`src/rtl/hex_print_pkg.sv`:
```
`default_nettype none
// ============================================================================
// Module : hex_print_pkg
// Purpose: Shared types, ASCII constants and the round-robin winner search
//          used by the hex print arbiter.
// Revision: 1.0  initial release
// ============================================================================
package hex_print_pkg;

  typedef enum logic [1:0] {
    IDLE = 2'd0,
    HI   = 2'd1,
    LO   = 2'd2,
    SEP  = 2'd3
  } state_t;

  localparam logic [7:0] ASCII_ZERO    = 8'h30;
  localparam logic [7:0] ASCII_UPPER_A = 8'h41;
  localparam logic [7:0] ASCII_LOWER_A = 8'h61;
  localparam logic [7:0] ASCII_SPACE   = 8'h20;

  // First set request at or after ptr, wrapping at nreq-1 -> 0.
  // Requests are zero-padded to 8 lanes; ptr is always below nreq.
  function automatic logic [2:0] rr_winner(input logic [7:0]  req,
                                           input logic [2:0]  ptr,
                                           input int unsigned nreq);
    logic [2:0]  win;
    logic        found;
    int unsigned idx;
    win   = 3'd0;
    found = 1'b0;
    for (int unsigned i = 0; i < 8; i++) begin
      idx = (32'(ptr) + i) % nreq;
      if (!found && (i < nreq) && req[idx[2:0]]) begin
        win   = idx[2:0];
        found = 1'b1;
      end
    end
    return win;
  endfunction

endpackage
`default_nettype wire

```
`src/rtl/hex_nibble_to_ascii.sv`:
```
`default_nettype none
// ============================================================================
// Module : hex_nibble_to_ascii
// Purpose: Combinational 4-bit nibble to ASCII hex character.
// Ports  : i_nib  [3:0]  nibble value
//          o_char [7:0]  ASCII '0'-'9', then 'A'-'F' (UPPER=1) or 'a'-'f'
// Revision: 1.0  initial release
// ============================================================================
module hex_nibble_to_ascii
  import hex_print_pkg::*;
#(
  parameter bit UPPER = 1'b1
) (
  input  logic [3:0] i_nib,
  output logic [7:0] o_char
);

  logic [7:0] w_letter_base;

  assign w_letter_base = UPPER ? ASCII_UPPER_A : ASCII_LOWER_A;

  always_comb begin
    if (i_nib < 4'd10) begin
      o_char = ASCII_ZERO + {4'h0, i_nib};
    end else begin
      o_char = w_letter_base + {4'h0, i_nib} - 8'd10;
    end
  end

endmodule
`default_nettype wire

```
`src/rtl/hex_print_arbiter.sv`:
```
`default_nettype none
// ============================================================================
// Module : hex_print_arbiter
// Purpose: Round-robin arbiter sharing one byte-to-hex-ASCII path among NREQ
//          requesters. Each granted byte leaves as two ASCII characters, high
//          nibble first, on a valid/ready byte stream.
// Config : HEX_PRINT_SEPARATOR_EN - when defined, a space (0x20) follows each
//          byte's two characters.
// Ports  : clk, rst_n          clock, asynchronous active-low reset
//          i_req[NREQ]         per-requester print request, held until ack
//          i_req_data[8*NREQ]  byte of requester i at [8*i+7:8*i]
//          o_ack[NREQ]         one-cycle one-hot capture pulse
//          o_tx_valid/i_tx_ready/o_tx_byte  character stream
//          o_busy              FSM not in IDLE
// Revision: 1.0  initial release
// ============================================================================
module hex_print_arbiter
  import hex_print_pkg::*;
#(
  parameter int unsigned NREQ  = 4,
  parameter bit          UPPER = 1'b1
) (
  input  logic              clk,
  input  logic              rst_n,
  input  logic [NREQ-1:0]   i_req,
  input  logic [8*NREQ-1:0] i_req_data,
  output logic [NREQ-1:0]   o_ack,
  output logic              o_tx_valid,
  input  logic              i_tx_ready,
  output logic [7:0]        o_tx_byte,
  output logic              o_busy
);

  state_t          r_state, w_state_nxt;
  logic [2:0]      r_ptr, w_ptr_nxt;
  // The high nibble is emitted on the grant edge, so only the low nibble
  // of the captured byte has to be held.
  logic [3:0]      r_lo_nib, w_lo_nib_nxt;
  logic [NREQ-1:0] r_ack, w_ack_nxt;
  logic            r_tx_valid, w_valid_nxt;
  logic [7:0]      r_tx_byte, w_byte_nxt;

  logic [7:0]      w_req8;
  logic [2:0]      w_win;
  logic [7:0]      w_win_byte;
  logic [2:0]      w_win_inc;
  logic [3:0]      w_nib;
  logic [7:0]      w_char;

  always_comb begin
    w_req8             = 8'h00;
    w_req8[NREQ-1:0]   = i_req;
  end

  assign w_win      = rr_winner(w_req8, r_ptr, NREQ);
  assign w_win_byte = i_req_data[8*int'(w_win) +: 8];
  assign w_win_inc  = (32'(w_win) == NREQ - 1) ? 3'd0 : w_win + 3'd1;

  // Single converter: grant byte's high nibble in IDLE, held low nibble after.
  assign w_nib = (r_state == IDLE) ? w_win_byte[7:4] : r_lo_nib;

  hex_nibble_to_ascii #(
    .UPPER (UPPER)
  ) u_nib (
    .i_nib  (w_nib),
    .o_char (w_char)
  );

  always_comb begin
    w_state_nxt  = r_state;
    w_ptr_nxt    = r_ptr;
    w_lo_nib_nxt = r_lo_nib;
    w_ack_nxt    = '0;
    w_valid_nxt  = r_tx_valid;
    w_byte_nxt   = r_tx_byte;
    case (r_state)
      IDLE: begin
        if (|i_req) begin
          w_state_nxt  = HI;
          w_lo_nib_nxt = w_win_byte[3:0];
          w_ack_nxt    = NREQ'(1) << w_win;
          w_valid_nxt  = 1'b1;
          w_byte_nxt   = w_char;
          w_ptr_nxt    = w_win_inc;
        end
      end
      HI: begin
        if (i_tx_ready) begin
          w_state_nxt = LO;
          w_byte_nxt  = w_char;
        end
      end
      LO: begin
        if (i_tx_ready) begin
`ifdef HEX_PRINT_SEPARATOR_EN
          w_state_nxt = SEP;
          w_byte_nxt  = ASCII_SPACE;
`else
          w_state_nxt = IDLE;
          w_valid_nxt = 1'b0;
`endif
        end
      end
      default: begin
`ifdef HEX_PRINT_SEPARATOR_EN
        if (i_tx_ready) begin
          w_state_nxt = IDLE;
          w_valid_nxt = 1'b0;
        end
`else
        w_state_nxt = IDLE;
        w_valid_nxt = 1'b0;
`endif
      end
    endcase
  end

  always_ff @(posedge clk or negedge rst_n) begin
    if (!rst_n) begin
      r_state <= IDLE;
    end else begin
      r_state <= w_state_nxt;
    end
  end

  always_ff @(posedge clk or negedge rst_n) begin
    if (!rst_n) begin
      r_ptr      <= 3'd0;
      r_lo_nib   <= 4'h0;
      r_ack      <= '0;
      r_tx_valid <= 1'b0;
      r_tx_byte  <= 8'h00;
    end else begin
      r_ptr      <= w_ptr_nxt;
      r_lo_nib   <= w_lo_nib_nxt;
      r_ack      <= w_ack_nxt;
      r_tx_valid <= w_valid_nxt;
      r_tx_byte  <= w_byte_nxt;
    end
  end

  assign o_ack      = r_ack;
  assign o_tx_valid = r_tx_valid;
  assign o_tx_byte  = r_tx_byte;
  assign o_busy     = (r_state != IDLE);

endmodule
`default_nettype wire

```
`config.mk`:
```
export PLATFORM = sky130hd
export DESIGN_NAME = hex_print_arbiter
export DESIGN_NICKNAME = d
export VERILOG_FILES = /design/src/rtl/hex_print_pkg.sv /design/src/rtl/hex_nibble_to_ascii.sv /design/src/rtl/hex_print_arbiter.sv
export SDC_FILE = /design/constraint.sdc
export NUM_CORES = 1
export LEC_CHECK = 0
export BUFFER_PORTS_ARGS = -buffer_cell sky130_fd_sc_hd__buf_2
export CAP_MARGIN = 20
export CORE_ASPECT_RATIO = 1.2
export CORE_MARGIN = 2
export CORE_UTILIZATION = 53
export CTS_CLUSTER_DIAMETER = 50
export CTS_CLUSTER_SIZE = 40
export DETAILED_ROUTE_END_ITERATION = 8
export PLACE_DENSITY = 0.85
export SLEW_MARGIN = 5
export SYNTH_ARGS = -nofsm -noshare
export SYNTH_HDL_FRONTEND = slang
export SYNTH_SLANG_ARGS = --single-unit
```
`constraint.sdc`:
```
create_clock -name clk -period 3.7 [get_ports clk]
set_input_delay 0.555 -clock clk [delete_from_list [all_inputs] [get_ports clk]]
set_output_delay 0.555 -clock clk [all_outputs]
set_load 0.03 [all_outputs]
```
==> summary.md, run 1 <==
| Metric | Value |
|---|---|
| GRT Util Overall | `24.9%` |
| Yosys warning count | `0` |
| Leak | `0.899 nW` |
| # rows | `20` |
| Pin count of the biggest net entering global routing | `21` |
| Clk pwr share | `7.0%` |
| Mapped cell area | `1410 um^2` |
| Sequential share of the synthesized area | `35.6%` |
| Initial Util | `55.6%` |
| Sequential share of power | `26.2%` |
| Placed instance area | `1700 um^2` |
| Synth Register Bits | `20` |
| Switching Share | `50.9%` |
| Status | `completed` |
| Final instance area | `1720 um^2` |
| Core box area | `2530 um^2` |
| EDFF count, synth | `0` |
| Via count | `1423` |
| Remaining DRCs | `0` |
| IO buf count | `51` |
| Req. time, crit path | `3.91 ns` |
| Drt wl/cell | `13.8 um` |
| Nets | `262` |
| Area Growth Syn to Fin | `22.6%` |
| # setup viols final | `0` |
| Reg clk slew, reported paths | `0.11 ns` |
| Root Driver | `clkbuf_4` |
| Logic gate share of total power | `66.8%` |
| Number of library cell types mapped by synthesis | `48` |
| CP max stage cell | `or4b_4` |
| Final Hold Fails | `0` |
| HPWL Detailed | `2.78 mm` |
| CTS tree | `done` |
| Clk sinks | `20` |
| Pwr dens | `840 nW/um^2` |
| Total Neg Setup Slack | `0 ns` |
| Worst hold margin | `0.171 ns` |
| Antenna Cells | `0` |
| Delay-heaviest family, CP | `simple AND/OR/NAND/NOR gates` |
| CTS buffer count | `3` |
| Crit-path max FO | `11` |
| Iter 0 DRT Violations | `36` |
| Cell breakdown of the critical path | `buf_2 -> nor2b_1 -> or4b_4 -> nand2_8 -> inv_4 -> mux2_1 -> o21ai_1 -> inv_1 -> ha_1 -> nor2_1 -> o211ai_1 -> o21a_1` |
| Final Power | `1.45 mW` |
| Async S/R FF share, synth | `100%` |
| Post-Synthesis Cells | `163` |
| Finished Core Util | `68.2%` |
| Post-CTS sizing | `0` |
| Commonest cells after routing, fill and taps aside | `51 x buf_2, 31 x nand2_1, 20 x dfrtp_1, 14 x nor2_1, 10 x nand3_1` |
| Max-slew violations | `0` |
| Global-route wire length before repair | `5.82 mm` |
| Clk_lat worst skew | `0.30 ns` |
| Sw Pwr | `737 uW` |
| Tmin final | `2.56 ns` |
| Vias in the first global route | `1355` |
| Worst Max-Slew Pin Slew | `0.692 ns` |
| Chip Height | `60.4 um` |
| Die area | `3080 um^2` |
| Vias per inst | `5.71` |
| Hold_buf cts | `0` |
| Worst Clk Skew | `0.0110 ns` |
| CP Launch Type | `primary input` |
| Most used DFF post-synth | `dfrtp_1` |
| Worst Path Buf+Inv | `3` |
| Syn avg cell area | `8.63 um^2` |
| Final wirelength | `3.44 mm` |
| Grt ovf | `0` |
| Worst min path class | `in -> async` |
| Post-CTS Setup Repair Bufs | `0` |
| Initial antenna violation count | `0` |
| IO Count | `53` |
| Max-Cap Viols | `0` |
| Synthesized Nets | `207` |
| Final ANT Viol Nets | `0` |
| H-tree lvl count | `1` |
| Slowest stage delay, CP | `0.58 ns` |
| WS Path Type | `in -> reg` |
| Worst setup EP type | `flop` |
| Peak supply drop | `0.000400 V` |
| Crit path DAT | `2.77 ns` |
| Die Width | `51.0 um` |
| Fmax | `0.390 GHz` |
| Share of layout cells above drive strength 1 | `33.3%` |
| DR pass1 iterations | `4` |
| RSZ-0062 raised after global routing | `false` |
| Slew Limit Headroom | `53.7%` |
| Max clock buf depth | `2` |
| Period utilisation layout | `69.3%` |
| Most common cell after layout, fill and taps aside | `buf_2` |
| GPL Wtd Cong | `0.905` |
| Internal power | `711 uW` |
[per-stage QoR]
| step | setup WS, ns | cells |
|---|---|---|
| after floorplan | 1.10 | 163 |
| after global routing | 1.00 | 249 |
| after global placement | 0.905 | 246 |
| after detailed placement | 0.810 | 246 |
| final | 1.14 | 249 |
| after CTS | 1.12 | 249 |
[sequential cells by signal, indices dropped and copies added, names as in the netlist]
name	flops
r_lo_nib	4
o_tx_valid	1
r_ptr	2
o_ack	4
o_tx_byte	7
r_state	2
[kinds of logic after synthesis]
logic type               count (synthesis)  synth area share, %
AO/OA/AOI/OAI                           37                 19.3
adder cells (fa/ha/maj)                  5                 4.45
buffers and inverters                   13                 4.00
flip-flops                              20                 35.6
multiplexers                            12                 9.25
other                                    1                0.267
AND/OR/NAND/NOR                         75                 27.1
[routing by layer]
layer,wire length [um],global-route usage (%),up-vias
met5,0,0,-
met4,78,12.7,0
met3,156,4.19,9
met2,1880,46.0,53
met1,1320,27.6,677
li1,-,-,684
[power by group through the flow]
stage / logic [mW] / registers, mW / clock network [mW]
after global routing: 1.07 / 0.393 / 0.116
final: 0.967 / 0.379 / 0.102
after CTS: 0.969 / 0.379 / 0.102
after detailed placement: 0.963 / 0.382 / 0
after floorplan: 0.636 / 0.471 / 0
after global placement: 0.932 / 0.380 / 0
[synth_stat cells (all sizes together), types with 2 or more instances]
cell / count / area share (%)
mux2i: 7 / 5.0
inv: 10 / 2.8
a211oi: 2 / 1.4
buf: 2 / 0.89
o21ai: 10 / 4.4
a21o: 3 / 1.6
nand2: 32 / 9.7
o221ai: 2 / 1.7
or4: 2 / 1.3
nor2: 15 / 4.5
nor2b: 4 / 1.8
a22o: 2 / 1.2
ha: 5 / 4.4
nor3b: 2 / 1.1
nand3: 10 / 3.6
mux2: 5 / 4.3
and3: 4 / 1.8
dfrtp: 20 / 36
a31oi: 2 / 0.89
nor3: 2 / 1.1
o211ai: 3 / 2.0
a21oi: 7 / 2.5
[area by class of cell]
class,count,area (um^2)
tap,33,41.3
sequential,20,500
timing repair buffer,53,270
fill,216,803
inverter,10,40.0
multi-input combinational,130,850
clock buffer,3,22.5
[final timing paths]
check,start,to,slack [ns],cells past startpoint
max in group asynchronous,rst_n,o_tx_valid,3.22,1
min,rst_n,r_lo_nib[2],0.17,1
max reg2reg,r_ptr[0],o_tx_byte[4],1.18,11
max,i_req[2],o_tx_byte[4],1.14,12
min in group clk,o_tx_byte[3],o_tx_byte[3],0.49,2
min reg2reg,o_tx_byte[3],o_tx_byte[3],0.49,2
(Power assumes the default switching activity.)
==> run 2, diff against run 1 <==
CORE_UTILIZATION = 44   (was 53)
PLACE_DENSITY = 0.76   (was 0.85)
clock period = 2.1 ns   (was 3.7 ns; I/O delays follow)
==> run 2 against run 1 <==
Net effect:
- the run now ends with negative setup slack left
- non-clock buffer count is 39 higher
- cell area grew 24%
- clock skew decreased by 0.0047 ns
- largest cell class unchanged
- power grew 130%
- highest routed layer unchanged
- count of clock-buffer cells in the layout unchanged
- hold slack improved by 0.12 ns
==> summary.md, run 2 (synthesized netlist as in run 1, its figures left out) <==
| Metric | Value |
|---|---|
| Status | `complete, but fails checks (was completed)` |
| Failing checks | `negative setup slack` |
| Drt wl/cell | `13.8 um (about the same)` |
| Worst r2r src | `r_ptr[0] (unchanged)` |
| Nets | `301 (was 262)` |
| Slew Limit Headroom | `62.3% (was 53.7%)` |
| Clk sinks | `20 (unchanged)` |
| Max-slew violations | `0 (unchanged)` |
| Placed instance area | `1960 um^2 (was 1700 um^2)` |
| # setup viols final | `5 (was 0)` |
| GPL Wtd Cong | `0.889 (was 0.905)` |
| Worst hold margin | `0.295 ns (was 0.171 ns)` |
| H-tree lvl count | `1 (unchanged)` |
| Clk_lat worst skew | `0.30 ns (about the same)` |
| Chip Height | `65.9 um (was 60.4 um)` |
| Pwr dens | `1570 nW/um^2 (was 840 nW/um^2)` |
| Finished Core Util | `69.7% (was 68.2%)` |
| Worst R2R Path Depth | `11 (unchanged)` |
| Antenna Cells | `0 (unchanged)` |
| Core box area | `3060 um^2 (was 2530 um^2)` |
| Max clock buf depth | `2 (unchanged)` |
| Fmax | `0.443 GHz` |
| Final instance area | `2130 um^2 (was 1720 um^2)` |
| Crit path DAT | `2.47 ns (was 2.77 ns)` |
| Die area | `3670 um^2 (was 3080 um^2)` |
| DR pass1 iterations | `4 (unchanged)` |
| CTS buffer count | `3 (unchanged)` |
| # rows | `22 (was 20)` |
| R2R Setup Slk | `-0.16 ns (was 1.18 ns)` |
| Worst Setup EP | `o_tx_byte[4] (unchanged)` |
| CTS tree | `done (unchanged)` |
| Die Width | `55.6 um (was 51.0 um)` |
| Place WS | `-0.338 ns (was 0.810 ns)` |
| Worst setup EP type | `flop (unchanged)` |
| GRT Util Overall | `21.3% (was 24.9%)` |
| Final Hold Fails | `0 (unchanged)` |
| Remaining DRCs | `0 (unchanged)` |
| Final ANT Viol Nets | `0 (unchanged)` |
| Fill cell count | `256 (was 216)` |
| Commonest cells after routing, fill and taps aside | `51 x buf_2, 37 x buf_4, 29 x nand2_1, 20 x dfrtp_1, 13 x nor2_1 (was 51 x buf_2, 31 x nand2_1, 20 x dfrtp_1, 14 x nor2_1, 10 x nand3_1)` |
| Worst Max-Slew Pin Slew | `0.560 ns (was 0.692 ns)` |
| Share of layout cells above drive strength 1 | `49.8% (was 33.3%)` |
| Reg clk slew, reported paths | `0.11 ns (about the same)` |
| WS Path Type | `reg -> reg (was in -> reg)` |
| Vias in the first global route | `1443 (was 1355)` |
| IO buf count | `51 (unchanged)` |
| Most common cell after layout, fill and taps aside | `buf_2 (unchanged)` |
| HPWL Detailed | `2.92 mm (was 2.78 mm)` |
| Crit-path max FO | `6 (was 11)` |
| IO Count | `53 (unchanged)` |
| Initial Util | `46.0% (was 55.6%)` |
| Max-Cap Viols | `0 (unchanged)` |
| Tmin final | `2.26 ns` |
| Period utilisation layout | `108%` |
| Leak | `1.12 nW (was 0.899 nW)` |
| CP Launch Type | `flop (was primary input)` |
| Initial antenna violation count | `0 (unchanged)` |
| Area Growth Syn to Fin | `51.5% (was 22.6%)` |
| Grt ovf | `0 (unchanged)` |
| Req. time, crit path | `2.31 ns (was 3.91 ns)` |
| Root Driver | `clkbuf_4 (unchanged)` |
| Global-route wire length before repair | `6.20 mm (was 5.82 mm)` |
| Final Power | `3.34 mW (was 1.45 mW)` |
| Via count | `1530 (was 1423)` |
| Post-route setup slack | `-0.158 ns (was 1.14 ns)` |
| Largest register FFs | `7 (unchanged)` |
| Crit path from | `r_ptr[0] (was i_req[2])` |
| Pin count of the biggest net entering global routing | `21 (unchanged)` |
| Peak supply drop | `0.00101 V (was 0.000400 V)` |
| Final wirelength | `4.03 mm (was 3.44 mm)` |
| Iter 0 DRT Violations | `33 (was 36)` |
| Vias per inst | `5.26 (was 5.71)` |
| Worst min path class | `in -> reg (was in -> async)` |
| Worst Clk Skew | `0.00626 ns (was 0.0110 ns)` |
| RSZ-0062 raised after global routing | `true (was false)` |
| R2R Path End | `o_tx_byte[4] (unchanged)` |
[run 2: cell types whose count changed in the layout (fill, tap and decap cells not counted), sizes merged]
cell and delta:
buf +38, dlygate4sd3 +1
[run 2: report_power, final]
group,switching (mW),internal [mW],total (mW)
clock,0.118,0.0669,0.185
combinational,1.34,1.15,2.48
sequential,0.113,0.555,0.668
total,1.57,1.77,3.34
[run 2: area by class of cell]
class	count	area, um^2	area share, %
clock buffer	3	22.5	1.06
inverter	10	45.0	2.11
multi-input combinational	130	941	44.2
sequential	20	500	23.5
tap	36	45.0	2.11
timing repair buffer	92	577	27.1
[run 2: how the worst min path moves through the flow]
stage / from / end / cells past startpoint
floorplan: rst_n / o_ack[0] / 0
global placement: rst_n / o_ack[2] / 1
detailed placement: rst_n / o_ack[2] / 1
CTS: i_tx_ready / o_tx_valid / 4
global route: i_tx_ready / o_tx_valid / 4
finish: i_tx_ready / o_tx_valid / 4
[run 2: metal layers]
metal	routed length [um]	up-vias	global-route usage [%]
met1	1560	696	23.5
met2	2160	62	41.5
li1	-	764	-
met3	223	8	1.37
met4	80	0	9.45
met5	0	-	0
[run 2: worst max-delay path, cell delays in order, from the launching register on]
cell,delay [ns]
dfrtp_1,0.41
nor2b_2,0.07
or4b_4,0.54
nand2_8,0.10
inv_8,0.04
mux2_4,0.31
o21ai_4,0.14
inv_2,0.06
ha_4,0.16
nor2_2,0.07
o211ai_1,0.10
o21a_1,0.15
[run 2: through the flow]
step | setup TNS, ns | cells
final | -0.664 | 291
after floorplan | -0.503 | 163
after global routing | -1.34 | 291
after detailed placement | -1.64 | 278
after global placement | -1.38 | 278
after CTS | -0.632 | 287
[run 2: repair_timing]
action / in CTS / in global routing
pin swaps: 14 / 12
endpoints found under the hold margin: 20 / 0
endpoints found under the setup margin: 6 / 7
buffers inserted: 5 / 4
hold buffers: 1 / 0
gates resized for setup: 7 / 9
==> run 3, diff against run 2 <==
REMOVE_ABC_BUFFERS = 1   (was unset)
==> run 3 against run 2 <==
Net effect:
- flip-flop and latch count is the same
- the run still ends with negative setup slack left
- register-to-register slack got worse by 0.09 ns
- critical path type unchanged
- via count is 2.0% higher
- largest power group unchanged
- sequential power is essentially flat
==> summary.md, run 3 (synthesized netlist as in run 1, its figures left out) <==
| Metric | Value |
|---|---|
| Crit path DAT | `2.57 ns (was 2.47 ns)` |
| WS Path Type | `reg -> reg (unchanged)` |
| Leak | `1.12 nW (about the same)` |
| Via count | `1560 (was 1530)` |
| Clk_lat worst skew | `0.32 ns (was 0.30 ns)` |
| Final ANT Viol Nets | `0 (unchanged)` |
| R2R Setup Slk | `-0.25 ns (was -0.16 ns)` |
| Die Width | `55.6 um (unchanged)` |
| Die area | `3670 um^2 (unchanged)` |
| Global-route wire length before repair | `6.73 mm (was 6.20 mm)` |
| Remaining DRCs | `0 (unchanged)` |
| Failing checks | `negative setup slack (unchanged)` |
| Delay-heaviest family, CP | `simple AND/OR/NAND/NOR gates (unchanged)` |
| Iter 0 DRT Violations | `34 (was 33)` |
| Worst Path Buf+Inv | `2 (unchanged)` |
| GPL Wtd Cong | `0.846 (was 0.889)` |
| Peak supply drop | `0.000929 V (was 0.00101 V)` |
| CTS tree | `done (unchanged)` |
| Grt ovf | `0 (unchanged)` |
| Core box area | `3060 um^2 (unchanged)` |
| CTS buffer count | `3 (unchanged)` |
| Worst min path class | `in -> reg (unchanged)` |
| Final instance area | `2140 um^2 (was 2130 um^2)` |
| Chip Height | `65.9 um (unchanged)` |
| Vias in the first global route | `1582 (was 1443)` |
| Commonest cells after routing, fill and taps aside | `51 x buf_2, 35 x buf_4, 29 x nand2_1, 19 x dfrtp_1, 13 x nor2_1 (was 51 x buf_2, 37 x buf_4, 29 x nand2_1, 20 x dfrtp_1, 13 x nor2_1)` |
| GRT Util Overall | `23.2% (was 21.3%)` |
| Initial Util | `46.0% (unchanged)` |
| Vias per inst | `5.34 (was 5.26)` |
| Final Hold Fails | `0 (unchanged)` |
| Drt wl/cell | `14.0 um (was 13.8 um)` |
| Pin count of the biggest net entering global routing | `21 (unchanged)` |
| HPWL Detailed | `2.99 mm (was 2.92 mm)` |
| CP max stage cell | `or4_4 (was or4b_4)` |
| Req. time, crit path | `2.32 ns (was 2.31 ns)` |
| Max-slew violations | `0 (unchanged)` |
| Area Growth Syn to Fin | `52.4% (was 51.5%)` |
| Status | `complete, but fails checks (unchanged)` |
| Max clock buf depth | `2 (unchanged)` |
| Clk sinks | `20 (unchanged)` |
| Nets | `301 (unchanged)` |
| Largest register FFs | `7 (unchanged)` |
| # rows | `22 (unchanged)` |
| Reg clk slew, reported paths | `0.12 ns (was 0.11 ns)` |
| Root Driver | `clkbuf_4 (unchanged)` |
| Most common cell after layout, fill and taps aside | `buf_2 (unchanged)` |
| Fill cell count | `243 (was 256)` |
| Worst Clk Skew | `0.00683 ns (was 0.00626 ns)` |
| Crit-path max FO | `5 (was 6)` |
| Share of layout cells above drive strength 1 | `48.8% (was 49.8%)` |
| Pwr dens | `1590 nW/um^2 (was 1570 nW/um^2)` |
| RSZ-0062 raised after global routing | `true (unchanged)` |
| Slowest stage delay, CP | `0.59 ns (was 0.54 ns)` |
| IO buf count | `51 (unchanged)` |
| IO Count | `53 (unchanged)` |
| Period utilisation layout | `112% (was 108%)` |
| Worst setup EP type | `flop (unchanged)` |
| Final wirelength | `4.09 mm (was 4.03 mm)` |
| Fmax | `0.426 GHz (was 0.443 GHz)` |
| Initial antenna violation count | `0 (unchanged)` |
| Cell breakdown of the critical path | `or4_4 -> nand2_8 -> inv_6 -> mux2_4 -> o21ai_4 -> inv_2 -> ha_4 -> nor2_2 -> o211ai_1 -> o21a_1 (was nor2b_2 -> or4b_4 -> nand2_8 -> inv_8 -> mux2_4 -> o21ai_4 -> inv_2 -> ha_4 -> nor2_2 -> o211ai_1 -> o21a_1)` |
| Max-Cap Viols | `0 (unchanged)` |
| Slew Limit Headroom | `64.3% (was 62.3%)` |
| # setup viols final | `7 (was 5)` |
| Antenna Cells | `0 (unchanged)` |
| Placed instance area | `1940 um^2 (was 1960 um^2)` |
| Worst Max-Slew Pin Slew | `0.529 ns (was 0.560 ns)` |
| DR pass1 iterations | `4 (unchanged)` |
| CP Launch Type | `flop (unchanged)` |
| H-tree lvl count | `1 (unchanged)` |
| Total Neg Setup Slack | `-1.13 ns (was -0.664 ns)` |
| Tmin final | `2.35 ns (was 2.26 ns)` |
| Post-route setup slack | `-0.250 ns (was -0.158 ns)` |
-- run 3: final cells by class --
type | instances | area (um^2) | area share (%)
multi-input combinational | 130 | 917 | 42.8
timing repair buffer | 92 | 584 | 27.3
sequential | 20 | 502 | 23.4
tap | 36 | 45.0 | 2.10
inverter | 10 | 42.5 | 1.98
clock inverter | 1 | 30.0 | 1.40
clock buffer | 3 | 22.5 | 1.05
-- run 3: worst paths after layout --
| kind | startpoint | cells after the start | endpoint |
|---|---|---|---|
| worst max register to register | r_ptr[1] | 10 | o_tx_byte[4] |
| worst min register to register | o_tx_byte[3] | 2 | o_tx_byte[3] |
| max in group asynchronous | rst_n | 2 | r_ptr[1] |
| min in group asynchronous | rst_n | 2 | o_ack[2] |
| worst min-delay path | i_tx_ready | 4 | o_tx_valid |
| worst max-delay path | r_ptr[1] | 10 | o_tx_byte[4] |
-- run 3: worst register-to-register path, stage by stage, from the launching register on --
cell and delay [ns]:
dfrtp_2 0.46, or4_4 0.59, nand2_8 0.09, inv_6 0.04, mux2_4 0.32, o21ai_4 0.17, inv_2 0.07, ha_4 0.17
nor2_2 0.08, o211ai_1 0.10, o21a_1 0.15
-- run 3: metrics by stage --
step / utilization, % / worst slack, ns / instances / hold slack, ns / power (mW)
after floorplan: - / -0.256 / 160 / 0.0194 / 1.94
after global placement: 63.4 / -0.349 / 280 / 0.285 / 2.70
after detailed placement: 63.4 / -0.412 / 280 / 0.286 / 2.73
after CTS: 67.4 / -0.211 / 287 / 0.292 / 3.20
after global routing: 70.1 / -0.324 / 292 / 0.305 / 3.65
final: 70.1 / -0.250 / 292 / 0.284 / 3.40
-- run 3: repair_timing --
action / CTS / global route
endpoints found under the setup margin: 7 / 7
hold buffers: 1 / 0
pin swaps: 12 / 14
hold endpoints to repair: 20 / 0
gates resized for setup: 10 / 14
setup buffers: 2 / 5
-- run 3: power breakdown --
part           internal [mW]  switching, mW
logic                   1.11           1.31
registers              0.557          0.108
clock network          0.193          0.131
-- run 3: routing by layer --
metal	track usage [%]	wire length, um
met4	10.4	109
met2	45.4	2200
met1	25.5	1580
met5	0	0
met3	1.57	201
